`src/rtl/rni_rd_alloc_if.sv`:
```
// AR-link segment in, CHI TXREQ issue, read-data completion and R-packer lookup bundle for rni_rd_alloc.
interface rni_rd_alloc_if #(
  parameter int RD_IDX_W = 3,
  parameter int ADDR_W   = 32,
  parameter int BCVEC_W  = 8,
  parameter int DMASK_W  = 16,
  parameter int SIZE_W   = 3
);
  logic                arlink_valid_s1_i;
  logic [ADDR_W-1:0]   arlink_addr_s1_i;
  logic [BCVEC_W-1:0]  arlink_bc_vec_s2_i;
  logic [DMASK_W-1:0]  arlink_dmask_s2_i;
  logic [SIZE_W-1:0]   arlink_size_s2_i;
  logic                arlink_lock_s2_i;
  logic                alloc_busy_s1_o;
  logic                txreq_valid_o;
  logic                txreq_ready_i;
  logic [RD_IDX_W-1:0] txreq_idx_o;
  logic [ADDR_W-1:0]   txreq_addr_o;
  logic [SIZE_W-1:0]   txreq_size_o;
  logic                txreq_lock_o;
  logic                rdat_done_i;
  logic [RD_IDX_W-1:0] rdat_idx_i;
  logic [RD_IDX_W-1:0] lkup_idx_i;
  logic [BCVEC_W-1:0]  lkup_bc_vec_o;
  logic [DMASK_W-1:0]  lkup_dmask_o;
  logic [RD_IDX_W:0]   outstanding_o;
  logic                err_o;

  modport master (
    output arlink_valid_s1_i, arlink_addr_s1_i, arlink_bc_vec_s2_i, arlink_dmask_s2_i,
           arlink_size_s2_i, arlink_lock_s2_i, txreq_ready_i, rdat_done_i, rdat_idx_i, lkup_idx_i,
    input  alloc_busy_s1_o, txreq_valid_o, txreq_idx_o, txreq_addr_o, txreq_size_o, txreq_lock_o,
           lkup_bc_vec_o, lkup_dmask_o, outstanding_o, err_o
  );

  modport slave (
    input  arlink_valid_s1_i, arlink_addr_s1_i, arlink_bc_vec_s2_i, arlink_dmask_s2_i,
           arlink_size_s2_i, arlink_lock_s2_i, txreq_ready_i, rdat_done_i, rdat_idx_i, lkup_idx_i,
    output alloc_busy_s1_o, txreq_valid_o, txreq_idx_o, txreq_addr_o, txreq_size_o, txreq_lock_o,
           lkup_bc_vec_o, lkup_dmask_o, outstanding_o, err_o
  );
endinterface

```
`src/rtl/rni_rd_alloc.sv`:
```
// Read tracker: one AR segment per cycle into the lowest free entry, issued once round-robin on TXREQ, freed on data done.
// s1 accept -> earliest txreq_valid two cycles later; busy reflects registered state only; TXREQ grant held while not ready.
module rni_rd_alloc #(
  parameter int RD_ENTRIES = 8,
  parameter int RD_IDX_W   = 3,
  parameter int ADDR_W     = 32,
  parameter int BCVEC_W    = 8,
  parameter int DMASK_W    = 16,
  parameter int SIZE_W     = 3
) (
  input  logic          clk_i,
  input  logic          rst_i,
  rni_rd_alloc_if.slave bus
);
  typedef enum logic [1:0] {ST_IDLE, ST_ALLOC, ST_REQ, ST_WAIT} ent_st_e;

  typedef struct packed {
    logic [ADDR_W-1:0]  addr;
    logic [BCVEC_W-1:0] bc_vec;
    logic [DMASK_W-1:0] dmask;
    logic [SIZE_W-1:0]  size;
    logic               lock;
  } ent_t;

  ent_st_e             st_q [RD_ENTRIES];
  ent_st_e             st_d [RD_ENTRIES];
  ent_t                ent_q [RD_ENTRIES];
  logic                s2_vld_q;
  logic [RD_IDX_W-1:0] s2_idx_q;
  logic [RD_IDX_W-1:0] rr_ptr_q;
  logic                grant_lock_q;
  logic [RD_IDX_W-1:0] grant_idx_q;
  logic [RD_IDX_W:0]   outstanding_q;
  logic                err_q;

  logic [RD_ENTRIES-1:0] idle_vec;
  logic [RD_ENTRIES-1:0] req_vec;
  logic                  busy;
  logic                  accept;
  logic                  free_ok;
  logic                  hshk;
  logic                  req_any;
  logic                  grant_vld;
  logic [RD_IDX_W-1:0]   alloc_idx;
  logic [RD_IDX_W-1:0]   rr_idx;
  logic [RD_IDX_W-1:0]   cand;
  logic [RD_IDX_W-1:0]   grant_idx;

  always_comb begin
    idle_vec = '0;
    req_vec  = '0;
    for (int i = 0; i < RD_ENTRIES; i++) begin
      idle_vec[i] = (st_q[i] == ST_IDLE);
      req_vec[i]  = (st_q[i] == ST_REQ);
    end
  end

  assign busy   = ~|idle_vec;
  assign accept = bus.arlink_valid_s1_i & ~busy;

  // Downward scan so the lowest free index is the last one written.
  always_comb begin
    alloc_idx = '0;
    for (int i = RD_ENTRIES - 1; i >= 0; i--)
      if (idle_vec[i]) alloc_idx = RD_IDX_W'(i);
  end

  always_comb begin
    rr_idx  = '0;
    req_any = 1'b0;
    cand    = '0;
    for (int k = 0; k < RD_ENTRIES; k++) begin
      cand = rr_ptr_q + RD_IDX_W'(k);
      if (!req_any && req_vec[cand]) begin
        rr_idx  = cand;
        req_any = 1'b1;
      end
    end
  end

  // A stalled grant stays REQ, so the locked index is always still valid.
  assign grant_vld = grant_lock_q | req_any;
  assign grant_idx = grant_lock_q ? grant_idx_q : rr_idx;
  assign hshk      = grant_vld & bus.txreq_ready_i;
  assign free_ok   = bus.rdat_done_i & (st_q[bus.rdat_idx_i] == ST_WAIT);

  always_comb begin
    for (int i = 0; i < RD_ENTRIES; i++) st_d[i] = st_q[i];
    if (accept)   st_d[alloc_idx]      = ST_ALLOC;
    if (s2_vld_q) st_d[s2_idx_q]       = ST_REQ;
    if (hshk)     st_d[grant_idx]      = ST_WAIT;
    if (free_ok)  st_d[bus.rdat_idx_i] = ST_IDLE;
  end

  always_ff @(posedge clk_i) begin
    if (rst_i) begin
      for (int i = 0; i < RD_ENTRIES; i++) st_q[i] <= ST_IDLE;
      s2_vld_q      <= 1'b0;
      s2_idx_q      <= '0;
      rr_ptr_q      <= '0;
      grant_lock_q  <= 1'b0;
      grant_idx_q   <= '0;
      outstanding_q <= '0;
      err_q         <= 1'b0;
    end else begin
      for (int i = 0; i < RD_ENTRIES; i++) st_q[i] <= st_d[i];
      s2_vld_q      <= accept;
      s2_idx_q      <= alloc_idx;
      grant_lock_q  <= grant_vld & ~bus.txreq_ready_i;
      grant_idx_q   <= grant_idx;
      if (hshk) rr_ptr_q <= grant_idx + RD_IDX_W'(1);
      outstanding_q <= outstanding_q + {{RD_IDX_W{1'b0}}, accept} - {{RD_IDX_W{1'b0}}, free_ok};
      if (bus.rdat_done_i & ~free_ok) err_q <= 1'b1;
    end
  end

  // Payload needs no reset: it is only observed once the owning entry has been written.
  always_ff @(posedge clk_i) begin
    if (accept) ent_q[alloc_idx].addr <= bus.arlink_addr_s1_i;
    if (s2_vld_q) begin
      ent_q[s2_idx_q].bc_vec <= bus.arlink_bc_vec_s2_i;
      ent_q[s2_idx_q].dmask  <= bus.arlink_dmask_s2_i;
      ent_q[s2_idx_q].size   <= bus.arlink_size_s2_i;
      ent_q[s2_idx_q].lock   <= bus.arlink_lock_s2_i;
    end
  end

  assign bus.alloc_busy_s1_o = busy;
  assign bus.txreq_valid_o   = grant_vld;
  assign bus.txreq_idx_o     = grant_vld ? grant_idx : '0;
  assign bus.txreq_addr_o    = grant_vld ? ent_q[grant_idx].addr : '0;
  assign bus.txreq_size_o    = grant_vld ? ent_q[grant_idx].size : '0;
  assign bus.txreq_lock_o    = grant_vld & ent_q[grant_idx].lock;
  assign bus.lkup_bc_vec_o   = ent_q[bus.lkup_idx_i].bc_vec;
  assign bus.lkup_dmask_o    = ent_q[bus.lkup_idx_i].dmask;
  assign bus.outstanding_o   = outstanding_q;
  assign bus.err_o           = err_q;
endmodule
```
`src/flat_wrapper.sv`:
```
// flat-port wrapper written by rule: the top's interface ports become plain ports
module rni_rd_alloc_flat 
#(
  parameter int RD_ENTRIES = 8,
  parameter int RD_IDX_W   = 3,
  parameter int ADDR_W     = 32,
  parameter int BCVEC_W    = 8,
  parameter int DMASK_W    = 16,
  parameter int SIZE_W     = 3
)
  (clk_i, rst_i, bus_arlink_valid_s1_i, bus_arlink_addr_s1_i, bus_arlink_bc_vec_s2_i, bus_arlink_dmask_s2_i, bus_arlink_size_s2_i, bus_arlink_lock_s2_i, bus_txreq_ready_i, bus_rdat_done_i, bus_rdat_idx_i, bus_lkup_idx_i, bus_alloc_busy_s1_o, bus_txreq_valid_o, bus_txreq_idx_o, bus_txreq_addr_o, bus_txreq_size_o, bus_txreq_lock_o, bus_lkup_bc_vec_o, bus_lkup_dmask_o, bus_outstanding_o, bus_err_o);
  rni_rd_alloc_if #(.RD_IDX_W(RD_IDX_W), .ADDR_W(ADDR_W), .BCVEC_W(BCVEC_W), .DMASK_W(DMASK_W), .SIZE_W(SIZE_W)) bus_i ();
  input  logic clk_i;
  input  logic rst_i;
  input wire logic [$bits(bus_i.arlink_valid_s1_i)-1:0] bus_arlink_valid_s1_i;
  input wire logic [$bits(bus_i.arlink_addr_s1_i)-1:0] bus_arlink_addr_s1_i;
  input wire logic [$bits(bus_i.arlink_bc_vec_s2_i)-1:0] bus_arlink_bc_vec_s2_i;
  input wire logic [$bits(bus_i.arlink_dmask_s2_i)-1:0] bus_arlink_dmask_s2_i;
  input wire logic [$bits(bus_i.arlink_size_s2_i)-1:0] bus_arlink_size_s2_i;
  input wire logic [$bits(bus_i.arlink_lock_s2_i)-1:0] bus_arlink_lock_s2_i;
  input wire logic [$bits(bus_i.txreq_ready_i)-1:0] bus_txreq_ready_i;
  input wire logic [$bits(bus_i.rdat_done_i)-1:0] bus_rdat_done_i;
  input wire logic [$bits(bus_i.rdat_idx_i)-1:0] bus_rdat_idx_i;
  input wire logic [$bits(bus_i.lkup_idx_i)-1:0] bus_lkup_idx_i;
  output wire logic [$bits(bus_i.alloc_busy_s1_o)-1:0] bus_alloc_busy_s1_o;
  output wire logic [$bits(bus_i.txreq_valid_o)-1:0] bus_txreq_valid_o;
  output wire logic [$bits(bus_i.txreq_idx_o)-1:0] bus_txreq_idx_o;
  output wire logic [$bits(bus_i.txreq_addr_o)-1:0] bus_txreq_addr_o;
  output wire logic [$bits(bus_i.txreq_size_o)-1:0] bus_txreq_size_o;
  output wire logic [$bits(bus_i.txreq_lock_o)-1:0] bus_txreq_lock_o;
  output wire logic [$bits(bus_i.lkup_bc_vec_o)-1:0] bus_lkup_bc_vec_o;
  output wire logic [$bits(bus_i.lkup_dmask_o)-1:0] bus_lkup_dmask_o;
  output wire logic [$bits(bus_i.outstanding_o)-1:0] bus_outstanding_o;
  output wire logic [$bits(bus_i.err_o)-1:0] bus_err_o;
  assign bus_i.arlink_valid_s1_i = bus_arlink_valid_s1_i;
  assign bus_i.arlink_addr_s1_i = bus_arlink_addr_s1_i;
  assign bus_i.arlink_bc_vec_s2_i = bus_arlink_bc_vec_s2_i;
  assign bus_i.arlink_dmask_s2_i = bus_arlink_dmask_s2_i;
  assign bus_i.arlink_size_s2_i = bus_arlink_size_s2_i;
  assign bus_i.arlink_lock_s2_i = bus_arlink_lock_s2_i;
  assign bus_i.txreq_ready_i = bus_txreq_ready_i;
  assign bus_i.rdat_done_i = bus_rdat_done_i;
  assign bus_i.rdat_idx_i = bus_rdat_idx_i;
  assign bus_i.lkup_idx_i = bus_lkup_idx_i;
  assign bus_alloc_busy_s1_o = bus_i.alloc_busy_s1_o;
  assign bus_txreq_valid_o = bus_i.txreq_valid_o;
  assign bus_txreq_idx_o = bus_i.txreq_idx_o;
  assign bus_txreq_addr_o = bus_i.txreq_addr_o;
  assign bus_txreq_size_o = bus_i.txreq_size_o;
  assign bus_txreq_lock_o = bus_i.txreq_lock_o;
  assign bus_lkup_bc_vec_o = bus_i.lkup_bc_vec_o;
  assign bus_lkup_dmask_o = bus_i.lkup_dmask_o;
  assign bus_outstanding_o = bus_i.outstanding_o;
  assign bus_err_o = bus_i.err_o;
  rni_rd_alloc #(.RD_ENTRIES(RD_ENTRIES), .RD_IDX_W(RD_IDX_W), .ADDR_W(ADDR_W), .BCVEC_W(BCVEC_W), .DMASK_W(DMASK_W), .SIZE_W(SIZE_W)) u_core (.clk_i(clk_i), .rst_i(rst_i), .bus(bus_i));
endmodule
```
`config.mk`:
```
export PLATFORM = sky130hd
export DESIGN_NAME = rni_rd_alloc_flat
export DESIGN_NICKNAME = d
export VERILOG_FILES = /design/src/rtl/rni_rd_alloc_if.sv /design/src/rtl/rni_rd_alloc.sv /design/src/flat_wrapper.sv
export SDC_FILE = /design/constraint.sdc
export NUM_CORES = 1
export LEC_CHECK = 0
export ABC_CLOCK_PERIOD_IN_PS = 5200
export BUFFER_PORTS_ARGS = -buffer_cell sky130_fd_sc_hd__buf_2
export CAP_MARGIN = 20
export CORE_MARGIN = 5
export CORE_UTILIZATION = 30
export CTS_CLUSTER_SIZE = 8
export DETAILED_ROUTE_END_ITERATION = 10
export HOLD_SLACK_MARGIN = 0.02
export SLEW_MARGIN = 20
export SYNTH_ARGS = -nofsm -noshare
export SYNTH_HDL_FRONTEND = slang
export SYNTH_SLANG_ARGS = --single-unit
export TNS_END_PERCENT = 50
```
`constraint.sdc`:
```
create_clock -name clk_i -period 5.2 [get_ports clk_i]
set_input_delay 0.26 -clock clk_i [delete_from_list [all_inputs] [get_ports clk_i]]
set_output_delay 0.26 -clock clk_i [all_outputs]
set_load 0.03 [all_outputs]
```
* Word level (Yosys, flattened, before mapping)
Memory sizes are Yosys's and may differ from the RTL's.
Cells that the tools add are included.
** Storage, ports and cells
- Register bits :: 16
- Memory bits (writable) :: 496
- Input port bits :: 71
- Output and inout bits :: 70
- Logic and storage cells :: 173
- Memories :: 2
** Cells by class
- $add $sub $neg :: 10
- $lt $le $gt $ge :: 16
- Eq/ne operators :: 9
- Multiplexer cells :: 71
- Bitwise operators :: 30
- Reduce and logical (&&, ||, !) cells :: 28
** Memories
- u_core.ent_q :: words 8, width 60, read ports 2, clocked after memory_dff 0, wr ports 2, RTL line rni_rd_alloc.sv:27 : ent_t ent_q [RD_ENTRIES];
- u_core.st_q :: words 8, width 2, read ports 9, clocked after memory_dff 0, wr ports 8, RTL line rni_rd_alloc.sv:25 : ent_st_e st_q [RD_ENTRIES];
** Operators by type and width (number)
- 16-bit 2-to-1 mux :: 4
- 3-bit 2-to-1 mux :: 19
- 3-bit by 4-bit < comparator with 1-bit output (second input constant) :: 8
- 32-bit 2-to-1 mux :: 1
- 1-bit binary-select mux with 3-bit select :: 8
- 2-bit demux with 3-bit select :: 4
- 2-bit 2-to-1 mux :: 12
- 1-bit 2-to-1 mux :: 23
- 2-bit equality test (second input constant) :: 9
- 16-bit bitwise AND :: 1
- 8-bit bitwise AND :: 2
- 4-bit greater-or-equal comparator (second input constant) :: 4
- 2-bit logical NOT :: 8
- 4-bit by 1-bit < comparator with 1-bit output (second input constant) :: 4
- 16-bit inverter :: 1
- 3-bit inverter with 4-bit output :: 4
- 8-bit inverter :: 2
- 16-bit OR :: 1
- 8-bit OR :: 2
- 3-bit adder (second input constant) :: 4
- 1-bit logical AND :: 11
- 1-bit OR :: 9
- 1-bit logical NOT :: 8
- 8-bit OR reduction :: 1
- other kinds (6) :: 14

* Longest topological paths before layout
Gate-level depths: netlist of the first run.
An unclocked memory read counts as a cell.
- Depth after elaboration :: 37
- Mapped depth :: 16
- Gate-level depth less buffers :: 14

* Least setup slack after synthesis of the first run
No wires, ideal clock.
- Path type :: reg2out
- Start :: register u_core.rr_ptr_q[0]
- End :: output port bus_txreq_addr_o[6]
- Data arrival time :: 3.892 ns
- Data required time :: 4.940 ns
- Path slack :: 1.048 ns
- Stages on the path, launching flop included :: 15
- Cells stage by stage :: dfxtp_1 > inv_2 > buf_6 > ha_1 > xor2_1 > mux4_2 > mux2i_4 > o2111a_1 > o21ai_0 > a311oi_1 > buf_2 > buf_2 > mux2_2 > a32o_1 > a211o_1
** On the way
- Word-level cells in the longest chain between the ends :: 27
** Ends and longest elaborated chain
- start, declared :: RTL line rni_rd_alloc.sv:30 : logic [RD_IDX_W-1:0] rr_ptr_q;
- start signal, assigned :: RTL line rni_rd_alloc.sv:111 : if (hshk) rr_ptr_q <= grant_idx + RD_IDX_W'(1);
- parallel branches: the longest is 26 deep, another holds 3-bit by 1-bit adder with 3-bit output
- 32-bit 2-to-1 mux (*) :: RTL line rni_rd_alloc.sv:131 : assign bus.txreq_addr_o = grant_vld ? ent_q[grant_idx].addr : '0;
- end, declared :: RTL line flat_wrapper.sv:28 : output wire logic [$bits(bus_i.txreq_addr_o)-1:0] bus_txreq_addr_o;
Mark *: on every way between the ends. The select of a mux whose other input is x is not followed.

* Worst setup path in the final report of the first run
- Start :: register u_core.rr_ptr_q[0]
- End :: output port bus_txreq_addr_o[31]
The elaborated chain is that of the path after synthesis.

==> reports/summary.log, run 1 <==
qor: status.status finished, final reports clean
qor: logic_synthesis.ys_warn_count 0
qor: grt.grt_max_degree 53
qor: power.powerDensity 686 nW/um2
qor: logic_synthesis.syn_nets 1308
qor: grt.via_count_of_the_first_global_routing_pass 13.0k
qor: logic_synthesis.synth.largest_area_cell sky130_fd_sc_hd__edfxtp_1
qor: logic_synthesis.post_synth_num_cell_types 59
qor: clocking.ctsHtreeMaxLevel 3
qor: timing.setup_viol_count_final 0
qor: detailed_routing.detail_route.wirelength 52600 um
qor: logic_synthesis.postSynthCellCount 1230
qor: clocking.insertion_delay 0.63 ns
qor: timing.fin_hold_ws 0.132 ns
qor: logic_synthesis.synth-edff-count 480
qor: timing.slew_at_the_pin_closest_to_its_max_slew_limit 0.974 ns
qor: logic_synthesis.netlist_top_cells_area sky130_fd_sc_hd__edfxtp_1 (67%), sky130_fd_sc_hd__mux4_2 (6.7%), sky130_fd_sc_hd__mux2_2 (6.5%)
qor: detailed_routing.route.detailed.wl_per_inst 21.5 um
qor: floorplanning.core-area 71200 um2
qor: logic_synthesis.synthFlopType sky130_fd_sc_hd__edfxtp_1
qor: placement.place.detailed.hpwl 30200 um
qor: worst_setup_path.crit_type reg -> out
qor: timing.hold_viol_final 0
qor: timing.rsz_0062_raised_after_global_routing no
qor: power.max-vdd-ir-drop 0.864 mV
qor: worst_setup_path.worst_setup_path_start_kind flop
qor: min_path.worst_hold_path_type in -> reg
qor: clocking.number_of_buffers_created_by_cts 75
qor: cells_and_area.finalNetCount 1550
qor: logic_synthesis.synth_largest_type_area_fraction 0.671
qor: detailed_routing.count_of_unresolved_drc_violations_after_routing 0
qor: cells_and_area.drive_gt1_frac 0.324
qor: floorplanning.die_width 278 um
qor: timing.min_period_over_period 0.961
qor: power.leakage 9.06 nW
qor: detailed_routing.vias_per_cell 5.04
qor: floorplanning.die_area 77000 um2
qor: grt.global_route_wire_length_before_repair 80000 um
qor: clocking.clk_path_buf_depth 3
qor: worst_setup_path.timing.critical_path.arrival 4.74 ns
qor: grt.grt_antenna_before_repair 4
qor: detailed_routing.num_vias 12.3k
qor: logic_synthesis.seq_area_frac_synth 0.701
qor: clocking.cts_tree built
qor: timing.slew-limit-headroom 0.351
qor: grt.grt_util_all_layers 0.133
qor: clocking.post-cts-setup-buffer-count 0
qor: timing.fin_worst_skew 0.0410 ns
qor: clocking.cts.sinks 512
qor: detailed_routing.ant_nets 0
qor: cells_and_area.synthToLayoutAreaGrowth 22.8%
qor: power.report.power.total 18.1 mW
qor: logic_synthesis.post_synth_instance_area 21500 um2
qor: logic_synthesis.netlist_top_cells_count sky130_fd_sc_hd__edfxtp_1 (480), sky130_fd_sc_hd__mux2_2 (124), sky130_fd_sc_hd__nand3_1 (84)
qor: clocking.clk_pin_slew_worst_paths 0.05 ns
qor: logic_synthesis.synth.avg_cell_area 17.5 um2
qor: placement.placer_congestion_estimate 0.806
qor: floorplanning.floorplan.rows 98
qor: logic_synthesis.yosys.cell_count.top_type sky130_fd_sc_hd__edfxtp_1
qor: timing.timing_max_transition_violations_final 0
qor: timing.period_needed 5.00 ns
qor: timing.fin_tns_setup 0 ns
qor: worst_setup_path.critPathMaxFanout 48
qor: flow_run.maxCapViolations 0
qor: worst_setup_path.worst-endpoint-required 4.94 ns
qor: clocking.clock_tree.root_cell sky130_fd_sc_hd__clkbuf_16
qor: floorplanning.top_level_ports 141
qor: placement.io_buffer_count 140
qor: floorplanning.effective_utilization_at_floorplan 0.301
qor: worst_setup_path.crit_path_end_kind output pin
qor: detailed_routing.drtIter0Drc 1038
qor: logic_synthesis.ys_ff_latch 512
qor: floorplanning.fp.dieH 278 um
qor: timing.max_freq 0.200 GHz
qor: logic_synthesis.async_reset_ff_frac 0
qor: detailed_routing.dr_pass1_iterations 5
qor: grt.grt_remaining_overflow 0
==> layer usage <==
metal | track usage | up-vias | share of wire
met5 | 0 | - | 0
met4 | 0.0424 | 0 | 0.024
met1 | 0.172 | 6363 | 0.43
li1 | - | 5498 | -
met3 | 0.0292 | 89 | 0.054
met2 | 0.225 | 386 | 0.50
==> report_power, final <==
| part | switching [mW] | internal, mW |
|---|---|---|
| clock | 1.74 | 2.76 |
| sequential | 0.151 | 4.86 |
| combinational | 5.44 | 3.13 |
| total | 7.34 | 10.7 |
==> worst paths after layout <==
path,start,end,slack (ns),depth (start not counted)
min,bus_arlink_valid_s1_i,u_core.s2_vld_q,0.13,3
max,u_core.rr_ptr_q[0],bus_txreq_addr_o[31],0.20,12
max reg2reg,u_core.rr_ptr_q[0],u_core.st_q[2][0],1.21,11
min reg2reg,u_core.bus.err_o,u_core.bus.err_o,0.47,2
==> cells in the final DEF, fill, tap and decap left out, types with 4 or more instances in the layout <==
cell type                       instances
sky130_fd_sc_hd__a211o_1               37
sky130_fd_sc_hd__a21oi_1               14
sky130_fd_sc_hd__a221oi_1              18
sky130_fd_sc_hd__a32o_1                36
sky130_fd_sc_hd__and2_1                 5
sky130_fd_sc_hd__buf_12                 6
sky130_fd_sc_hd__buf_2                139
sky130_fd_sc_hd__buf_4                 31
sky130_fd_sc_hd__clkbuf_1              11
sky130_fd_sc_hd__clkbuf_16             75
sky130_fd_sc_hd__dfxtp_1               31
sky130_fd_sc_hd__diode_2                6
sky130_fd_sc_hd__dlygate4sd3_1         62
sky130_fd_sc_hd__edfxtp_1             480
sky130_fd_sc_hd__ha_1                   5
sky130_fd_sc_hd__inv_1                 10
sky130_fd_sc_hd__inv_16                 4
sky130_fd_sc_hd__mux2_1                12
sky130_fd_sc_hd__mux2_2               124
sky130_fd_sc_hd__mux2i_1               48
sky130_fd_sc_hd__mux4_2                64
sky130_fd_sc_hd__nand2_1               16
sky130_fd_sc_hd__nand2b_1              13
sky130_fd_sc_hd__nand3_1               84
sky130_fd_sc_hd__nand4_1                5
sky130_fd_sc_hd__nor2_1                37
sky130_fd_sc_hd__nor2_4                11
sky130_fd_sc_hd__nor2b_1               17
sky130_fd_sc_hd__nor2b_4                4
sky130_fd_sc_hd__nor3_1                 5
sky130_fd_sc_hd__o22ai_1               15
==> critical path, stage by stage, from the launching register on <==
cell                        delay, ns
sky130_fd_sc_hd__dfxtp_1         0.48
sky130_fd_sc_hd__buf_4           0.25
sky130_fd_sc_hd__mux4_2          0.57
sky130_fd_sc_hd__mux2i_1         0.50
sky130_fd_sc_hd__a2bb2oi_1       0.14
sky130_fd_sc_hd__o2111a_1        0.30
sky130_fd_sc_hd__a311oi_4        0.27
sky130_fd_sc_hd__buf_12          0.20
sky130_fd_sc_hd__buf_16          0.24
sky130_fd_sc_hd__mux2_2          0.37
sky130_fd_sc_hd__a32o_1          0.27
sky130_fd_sc_hd__a211o_1         0.31
sky130_fd_sc_hd__buf_2           0.19
==> cell families (layout without fill, tap and decap cells) <==
logic type / Yosys count / count (layout) / share of synthesized area
AOI/OAI and AO/OA: 157 / 157 / 0.0617
DFF: 512 / 512 / 0.701
adders and majority gates: 7 / 7 / 0.00443
xor gates and xnor gates: 7 / 7 / 0.00286
and+or+nand+nor: 208 / 208 / 0.0482
other: 0 / 6 / 0
muxes: 249 / 249 / 0.162
buffers and inverters: 90 / 352 / 0.0197
==> through the flow <==
step / worst slack [ns] / instance area (um2) / utilization / instances
after floorplan: 1.05 / 21500 / - / 1230
after global placement: 0.571 / 23500 / 0.330 / 2283
after detailed placement: 0.451 / 23500 / 0.330 / 2283
after CTS: 0.0421 / 26300 / 0.369 / 2442
after global routing: 0.0180 / 26400 / 0.370 / 2446
final: 0.201 / 26400 / 0.370 / 2448
==> flip-flops by register name, summed over array words and instances, names as in the netlist <==
signal,flops
u_core.bus.err_o,1
u_core.st_q,16
u_core.bus.outstanding_o,4
u_core.ent_q,480
u_core.s2_vld_q,1
u_core.grant_lock_q,1
u_core.grant_idx_q,3
u_core.s2_idx_q,3
u_core.rr_ptr_q,3
==> area by class of cell <==
| cell class | instances | area [um2] |
|---|---|---|
| Fill cell | 6576 | 44900 |
| Sequential cell | 512 | 15100 |
| Tap cell | 950 | 1190 |
| Inverter | 15 | 58.8 |
| Clock buffer | 86 | 1920 |
| Multi-Input combinational cell | 628 | 6160 |
| Clock inverter | 11 | 251 |
| Timing Repair Buffer | 240 | 1720 |
| Antenna cell | 6 | 15.0 |
==> timing repair <==
action                                  4_1_cts  5_1_grt
hold buffers                                 62        0
resized for setup                             2        7
endpoints found under the setup margin       36       36
hold endpoints to repair                    482        0
Power figures use the tool's default switching activity.
==> run 2: changes to the inputs <==
Settings changed: RECOVER_POWER set to 50, SETUP_SLACK_MARGIN set to 0.02.
==> run 2 against run 1 <==
Net effect: the flow now finishes with violations (max-capacitance violations, max-slew violations); largest power group unchanged; cell count barely moved; sequential cell count did not move; routed wire length fell by 0.24%; largest cell class unchanged; critical path depth did not move; die area did not move; worst hold slack improved by 0.016 ns; clock-buffer cell count did not move; first-iteration DRC count fell by 4.5%; sequential power barely moved.
==> reports/summary.log, run 2 (same netlist as run 1, synthesis figures left out) <==
qor: status.status finished, violations left [was finished, final reports clean]
qor: status.violations max-capacitance violations, max-slew violations
qor: timing.fin_worst_skew 0.0382 ns [was 0.0410 ns]
qor: worst_setup_path.critPathMaxFanout 48 [unchanged]
qor: timing.slew_at_the_pin_closest_to_its_max_slew_limit 2.48 ns [was 0.974 ns]
qor: worst_setup_path.rr_worst_depth 11 [unchanged]
qor: clocking.ctsHtreeMaxLevel 3 [unchanged]
qor: cells_and_area.drive_gt1_frac 0.279 [was 0.324]
qor: floorplanning.core-area 71200 um2 [unchanged]
qor: placement.io_buffer_count 140 [unchanged]
qor: placement.place.detailed.hpwl 30200 um [unchanged]
qor: grt.grt_max_degree 53 [unchanged]
qor: detailed_routing.ant_nets 0 [unchanged]
qor: detailed_routing.detail_route.wirelength 52500 um [was 52600 um]
qor: worst_setup_path.ff2ff_setup_slack 1.21 ns [about the same]
qor: power.switching_share 0.406 [about the same]
qor: power.internal_power 10.7 mW [about the same]
qor: grt.global_route_wire_length_before_repair 80000 um [unchanged]
qor: clocking.clk_path_buf_depth 3 [unchanged]
qor: power.share_comb_of_total_power 0.473 [was 0.474]
qor: grt.grt_antenna_before_repair 4 [unchanged]
qor: cells_and_area.finalNetCount 1550 [unchanged]
qor: timing.rsz_0062_raised_after_global_routing yes [was no]
qor: placement.placer_congestion_estimate 0.806 [unchanged]
qor: floorplanning.floorplan.rows 98 [unchanged]
qor: power.max-vdd-ir-drop 0.863 mV [was 0.864 mV]
qor: timing.hold_viol_final 0 [unchanged]
qor: cells_and_area.largest_register_ffs 480 [unchanged]
qor: cells_and_area.mostFrequentLayoutCells sky130_fd_sc_hd__edfxtp_1 (480), sky130_fd_sc_hd__mux2_2 (124), sky130_fd_sc_hd__nand3_1 (84) [was sky130_fd_sc_hd__edfxtp_1 (480), sky130_fd_sc_hd__buf_2 (139), sky130_fd_sc_hd__mux2_2 (124)]
qor: floorplanning.fp.dieH 278 um [unchanged]
qor: clocking.post-cts-setup-buffer-count 0 [unchanged]
qor: power.powerDensity 688 nW/um2 [was 686 nW/um2]
qor: worst_setup_path.crit_type reg -> out [unchanged]
qor: power.power.share.sequential 0.277 [about the same]
qor: worst_setup_path.timing.critical_path.arrival 4.74 ns [about the same]
qor: timing.max_freq 0.200 GHz [about the same]
qor: cells_and_area.layout.cells.most_common sky130_fd_sc_hd__edfxtp_1 [unchanged]
qor: grt.via_count_of_the_first_global_routing_pass 13.0k [unchanged]
qor: flow_run.maxCapViolations 2 [was 0]
qor: grt.grt_remaining_overflow 0 [unchanged]
qor: placement.pre_cts_ws 0.451 ns [unchanged]
qor: cells_and_area.synthToLayoutAreaGrowth 22.4% [was 22.8%]
qor: worst_setup_path.crit_path_end_kind output pin [unchanged]
qor: floorplanning.die_width 278 um [unchanged]
qor: cells_and_area.regMostFlops u_core.ent_q [unchanged]
qor: timing.timing_max_transition_violations_final 67 [was 0]
qor: detailed_routing.dr_pass1_iterations 5 [unchanged]
qor: cells_and_area.count_of_placed_standard_cells_in_the_final_layout_fillers_left_out 2446 [was 2448]
qor: detailed_routing.vias_per_cell 5.05 [was 5.04]
qor: detailed_routing.num_vias 12.4k [was 12.3k]
qor: timing.min_period_over_period 0.962 [was 0.961]
qor: timing.slew-limit-headroom -0.654 [was 0.351]
qor: power.report.power.total 18.1 mW [about the same]
qor: floorplanning.die_area 77000 um2 [unchanged]
qor: clocking.clk_pin_slew_worst_paths 0.05 ns [about the same]
qor: min_path.min_delay_path_depth 3 [unchanged]
qor: grt.grt_util_all_layers 0.133 [unchanged]
qor: cells_and_area.fillerInstances 6604 [was 6576]
qor: worst_setup_path.worst_setup_path_start_kind flop [unchanged]
qor: power.switchingPower 7.33 mW [was 7.34 mW]
qor: power.clock_power_share 0.250 [was 0.249]
qor: floorplanning.effective_utilization_at_floorplan 0.301 [unchanged]
qor: timing.period_needed 5.00 ns [about the same]
qor: timing.fin_tns_setup 0 ns [unchanged]
qor: timing.setup_viol_count_final 0 [unchanged]
qor: clocking.cts_tree built [unchanged]
qor: placement.placed_cells_incl_taps 2283 [unchanged]
qor: min_path.worst_hold_path_type in -> reg [unchanged]
qor: timing.setup_slack 0.198 ns [was 0.201 ns]
qor: clocking.cts.sinks 512 [unchanged]
qor: clocking.number_of_buffers_created_by_cts 75 [unchanged]
qor: detailed_routing.count_of_unresolved_drc_violations_after_routing 0 [unchanged]
qor: detailed_routing.route.detailed.wl_per_inst 21.5 um [about the same]
qor: floorplanning.top_level_ports 141 [unchanged]
qor: power.leakage 8.86 nW [was 9.06 nW]
qor: clocking.insertion_delay 0.63 ns [about the same]
qor: clocking.clock_tree.root_cell sky130_fd_sc_hd__clkbuf_16 [unchanged]
qor: worst_setup_path.worst-endpoint-required 4.94 ns [about the same]
qor: detailed_routing.drtIter0Drc 991 [was 1038]
==> run 2: cell type report <==
cell class / instances / area, um2 / area share
multi-input cells: 628 / 6150 / 0.234
clock buffers: 86 / 1920 / 0.0730
repair buffers: 240 / 1640 / 0.0623
well taps: 950 / 1190 / 0.0452
diodes: 4 / 10.0 / 0.000381
inverters: 15 / 58.8 / 0.00224
clock inverters: 11 / 251 / 0.00957
flip-flops and latches: 512 / 15100 / 0.573
==> run 2: worst paths after layout <==
path	startpoint	to
min reg2reg	u_core.bus.err_o	u_core.bus.err_o
max	u_core.rr_ptr_q[0]	bus_txreq_addr_o[31]
min	bus_arlink_valid_s1_i	u_core.s2_vld_q
max reg2reg	u_core.rr_ptr_q[0]	u_core.st_q[2][0]
==> run 2: critical path: stages (launching register included) <==
cell	delay [ns]
sky130_fd_sc_hd__dfxtp_1	0.47
sky130_fd_sc_hd__buf_4	0.25
sky130_fd_sc_hd__mux4_2	0.56
sky130_fd_sc_hd__mux2i_1	0.52
sky130_fd_sc_hd__a2bb2oi_1	0.14
sky130_fd_sc_hd__o2111a_1	0.30
sky130_fd_sc_hd__a311oi_4	0.27
sky130_fd_sc_hd__buf_12	0.20
sky130_fd_sc_hd__buf_16	0.24
sky130_fd_sc_hd__mux2_2	0.37
sky130_fd_sc_hd__a32o_1	0.26
sky130_fd_sc_hd__a211o_1	0.30
sky130_fd_sc_hd__buf_2	0.19
==> run 2: through the flow <==
step	util	hold WS, ns	area [um2]
final	0.369	0.147	26300
after global routing	0.369	0.134	26300
after CTS	0.369	0.105	26300
after detailed placement	0.330	0.456	23500
after global placement	0.330	0.456	23500
after floorplan	-	0.332	21500
==> run 2: metal layers <==
| layer | wire [um] | global-route usage | vias to the layer above | part of all wire |
|---|---|---|---|---|
| li1 | - | - | 5497 | - |
| met1 | 22300 | 0.172 | 6380 | 0.42 |
| met2 | 26000 | 0.225 | 389 | 0.50 |
| met3 | 2960 | 0.0292 | 85 | 0.056 |
| met4 | 1210 | 0.0424 | 0 | 0.023 |
| met5 | 0 | 0 | - | 0 |
==> run 2: what timing repair did <==
action                     in CTS  in global routing
pin swaps                       0                  0
gates resized for setup         2                  8
hold buffers                   62                  0
hold endpoints to repair      482                  0
setup endpoints to repair      36                 36
gates cloned                    0                  0
==> run 2: power by group through the flow <==
stage | Sequential, mW | Clock [mW] | Combinational [mW]
global placement | 5.06 | 0 | 8.55
CTS | 5.00 | 4.63 | 8.67
detailed placement | 5.08 | 0 | 8.59
finish | 5.02 | 4.51 | 8.55
global route | 5.03 | 4.82 | 9.12
floorplan | 5.02 | 0 | 5.89
==> run 3: changes to the inputs <==
Settings changed: BUFFER_PORTS_ARGS -buffer_cell sky130_fd_sc_hd__buf_2 to not set, DONT_BUFFER_PORTS set to 1, PLACE_DENSITY set to 0.43.
==> run 3 against run 2 <==
Net effect: the run still ends with max-capacitance violations, max-slew violations left; sequential power about the same; die area unchanged; cell area is 1.6% lower; setup slack improved by 0.075 ns; clock power is 2% lower; sequential share of layout area rose by 0.91 points; register-to-register slack hardly changed; clock skew fell by 0.021 ns; critical path type unchanged; largest cell class unchanged.
==> reports/summary.log, run 3 (same netlist as run 1, synthesis figures left out) <==
qor: detailed_routing.vias_per_cell 5.08 [was 5.05]
qor: power.power.share.sequential 0.275 [was 0.277]
qor: worst_setup_path.worst_setup_path_start_kind flop [unchanged]
qor: floorplanning.top_level_ports 141 [unchanged]
qor: clocking.number_of_buffers_created_by_cts 75 [unchanged]
qor: worst_setup_path.crit_path_end_kind output pin [unchanged]
qor: floorplanning.die_width 278 um [unchanged]
qor: worst_setup_path.ff2ff_setup_slack 1.22 ns [was 1.21 ns]
qor: power.max-vdd-ir-drop 0.547 mV [was 0.863 mV]
qor: floorplanning.floorplan.rows 98 [unchanged]
qor: clocking.clk_path_buf_depth 3 [unchanged]
qor: timing.max_freq 0.203 GHz [was 0.200 GHz]
qor: power.powerDensity 703 nW/um2 [was 688 nW/um2]
qor: worst_setup_path.r2r-start u_core.rr_ptr_q[1] [was u_core.rr_ptr_q[0]]
qor: power.leakage 8.58 nW [was 8.86 nW]
qor: flow_run.maxCapViolations 3 [was 2]
qor: timing.fin_tns_setup 0 ns [unchanged]
qor: cells_and_area.drive_gt1_frac 0.255 [was 0.279]
qor: min_path.whs_endpoint u_core.bus.err_o [was u_core.s2_vld_q]
qor: floorplanning.core-area 71200 um2 [unchanged]
qor: cells_and_area.regMostFlops u_core.ent_q [unchanged]
qor: timing.fin_hold_ws 0.0989 ns [was 0.147 ns]
qor: cells_and_area.layout.cells.most_common sky130_fd_sc_hd__edfxtp_1 [unchanged]
qor: clocking.cts_tree built [unchanged]
qor: placement.placer_congestion_estimate 0.797 [was 0.806]
qor: timing.fin_worst_skew 0.0170 ns [was 0.0382 ns]
qor: power.clock_power_share 0.243 [was 0.250]
qor: clocking.post-cts-setup-buffer-count 0 [unchanged]
qor: clocking.insertion_delay 0.60 ns [was 0.63 ns]
qor: timing.slew_at_the_pin_closest_to_its_max_slew_limit 2.53 ns [was 2.48 ns]
qor: clocking.cts.sinks 512 [unchanged]
qor: power.internal_power 10.9 mW [was 10.7 mW]
qor: min_path.min_delay_path_depth 3 [unchanged]
qor: grt.grt_remaining_overflow 0 [unchanged]
qor: clocking.clk_pin_slew_worst_paths 0.05 ns [about the same]
qor: detailed_routing.ant_nets 0 [unchanged]
qor: detailed_routing.count_of_unresolved_drc_violations_after_routing 0 [unchanged]
qor: detailed_routing.route.detailed.wl_per_inst 23.9 um [was 21.5 um]
qor: worst_setup_path.worst-endpoint-required 4.94 ns [about the same]
qor: placement.place.detailed.hpwl 32300 um [was 30200 um]
qor: cells_and_area.synthToLayoutAreaGrowth 20.4% [was 22.4%]
qor: cells_and_area.finalNetCount 1430 [was 1550]
qor: status.violations max-capacitance violations, max-slew violations [unchanged]
qor: timing.hold_viol_final 0 [unchanged]
qor: timing.timing_max_transition_violations_final 61 [was 67]
qor: detailed_routing.detail_route.wirelength 55700 um [was 52500 um]
qor: power.switchingPower 7.32 mW [was 7.33 mW]
qor: detailed_routing.drtIter0Drc 804 [was 991]
qor: timing.setup_viol_count_final 0 [unchanged]
qor: grt.grt_antenna_before_repair 4 [unchanged]
qor: worst_setup_path.regToRegEndpoint u_core.st_q[1][0] [was u_core.st_q[2][0]]
qor: timing.min_period_over_period 0.948 [was 0.962]
qor: floorplanning.effective_utilization_at_floorplan 0.301 [unchanged]
qor: clocking.clock_tree.root_cell sky130_fd_sc_hd__clkbuf_16 [unchanged]
qor: cells_and_area.mostFrequentLayoutCells sky130_fd_sc_hd__edfxtp_1 (480), sky130_fd_sc_hd__mux2_2 (124), sky130_fd_sc_hd__nand3_1 (84) [unchanged]
qor: grt.global_route_wire_length_before_repair 83600 um [was 80000 um]
qor: floorplanning.die_area 77000 um2 [unchanged]
qor: min_path.worst_hold_path_type in -> reg [unchanged]
qor: min_path.hold_path.startpoint bus_rdat_idx_i[0] [was bus_arlink_valid_s1_i]
qor: power.share_comb_of_total_power 0.481 [was 0.473]
qor: worst_setup_path.critPathMaxFanout 43 [was 48]
qor: grt.via_count_of_the_first_global_routing_pass 12.4k [was 13.0k]
qor: status.status finished, violations left [unchanged]
qor: worst_setup_path.rr_worst_depth 11 [unchanged]
qor: detailed_routing.dr_pass1_iterations 5 [unchanged]
qor: timing.period_needed 4.93 ns [was 5.00 ns]
qor: timing.slew-limit-headroom -0.688 [was -0.654]
qor: power.report.power.total 18.2 mW [was 18.1 mW]
qor: placement.io_buffer_count 0 [was 140]
qor: power.switching_share 0.403 [was 0.406]
qor: worst_setup_path.timing.critical_path.arrival 4.67 ns [was 4.74 ns]
qor: cells_and_area.largest_register_ffs 480 [unchanged]
qor: grt.grt_util_all_layers 0.143 [was 0.133]
qor: clocking.ctsHtreeMaxLevel 3 [unchanged]
qor: timing.rsz_0062_raised_after_global_routing no [was yes]
qor: worst_setup_path.crit_type reg -> out [unchanged]
qor: grt.grt_max_degree 79 [was 53]
qor: floorplanning.fp.dieH 278 um [unchanged]
qor: detailed_routing.num_vias 11.8k [was 12.4k]
-- run 3: changes by cell type in the layout (fill, tap and decap cells not counted), moves of 3 or more --
cell                            delta
sky130_fd_sc_hd__nor2_1            +3
sky130_fd_sc_hd__nor2_4            -3
sky130_fd_sc_hd__clkinv_1          +3
sky130_fd_sc_hd__clkbuf_1         -64
sky130_fd_sc_hd__dlygate4sd3_1     +5
sky130_fd_sc_hd__buf_4             +3
sky130_fd_sc_hd__buf_2            -74
sky130_fd_sc_hd__buf_12           +14
-- run 3: critical path, stage by stage (launching register included) --
cell                       delay (ns)
sky130_fd_sc_hd__dfxtp_2         0.45
sky130_fd_sc_hd__clkinv_1        0.13
sky130_fd_sc_hd__ha_2            0.22
sky130_fd_sc_hd__xor2_2          0.19
sky130_fd_sc_hd__mux4_2          0.38
sky130_fd_sc_hd__mux2i_4         0.25
sky130_fd_sc_hd__o2111a_1        0.32
sky130_fd_sc_hd__o21ai_0         0.21
sky130_fd_sc_hd__a311oi_4        0.38
sky130_fd_sc_hd__buf_12          0.23
sky130_fd_sc_hd__buf_12          0.26
sky130_fd_sc_hd__mux2_1          0.34
sky130_fd_sc_hd__a32o_1          0.26
sky130_fd_sc_hd__a211o_1         0.41
-- run 3: cell type report --
type / count / area, um2
fill: 6678 / 45400
sequential: 512 / 15100
multi-input combinational: 628 / 6120
clock buffer: 89 / 1950
timing repair buffer: 120 / 1320
tap: 950 / 1190
clock inverter: 11 / 158
inverter: 15 / 60.1
antenna: 3 / 7.51
-- run 3: repair_timing --
| item | CTS | global route |
|---|---|---|
| endpoints found under the hold margin | 514 | 0 |
| endpoints found under the setup margin | 36 | 28 |
| resized for setup | 2 | 2 |
| hold buffers | 68 | 0 |
| pin swaps | 0 | 0 |
-- run 3: power by group through the flow --
stage          Combinational, mW  Clock [mW]  Sequential, mW
6_report                    8.75        4.42            5.01
2_1_floorplan               5.89           0            5.02
3_5_place_dp                8.87           0            5.09
4_1_cts                     9.00        4.59            5.01
3_3_place_gp                8.86           0            5.08
5_1_grt                     9.37        4.77            5.03
-- run 3: stage by stage --
stage / std cells / instance area, um2 / utilization / setup slack [ns]
after floorplan: 1230 / 21500 / - / 1.05
after global placement: 2157 / 23100 / 0.324 / 0.496
after detailed placement: 2157 / 23100 / 0.324 / 0.589
after CTS: 2325 / 25900 / 0.363 / 0.163
after global routing: 2326 / 25900 / 0.363 / 0.0435
final: 2328 / 25900 / 0.363 / 0.273
-- run 3: worst max path at each step --
stage	from	to
floorplan	u_core.rr_ptr_q[0]	bus_txreq_addr_o[6]
detailed placement	u_core.rr_ptr_q[1]	bus_txreq_size_o[1]
CTS	u_core.rr_ptr_q[1]	bus_txreq_size_o[1]
global route	u_core.rr_ptr_q[1]	bus_txreq_size_o[1]
finish	u_core.rr_ptr_q[1]	bus_txreq_size_o[1]
global placement	u_core.rr_ptr_q[1]	bus_txreq_addr_o[29]
-- run 3: metal layers --
layer,up-vias,GRT usage,share of wire
li1,5245,-,-
met1,6142,0.186,0.43
met2,335,0.235,0.48
met3,104,0.0360,0.057
met4,2,0.0461,0.028
met5,-,0,0.00022
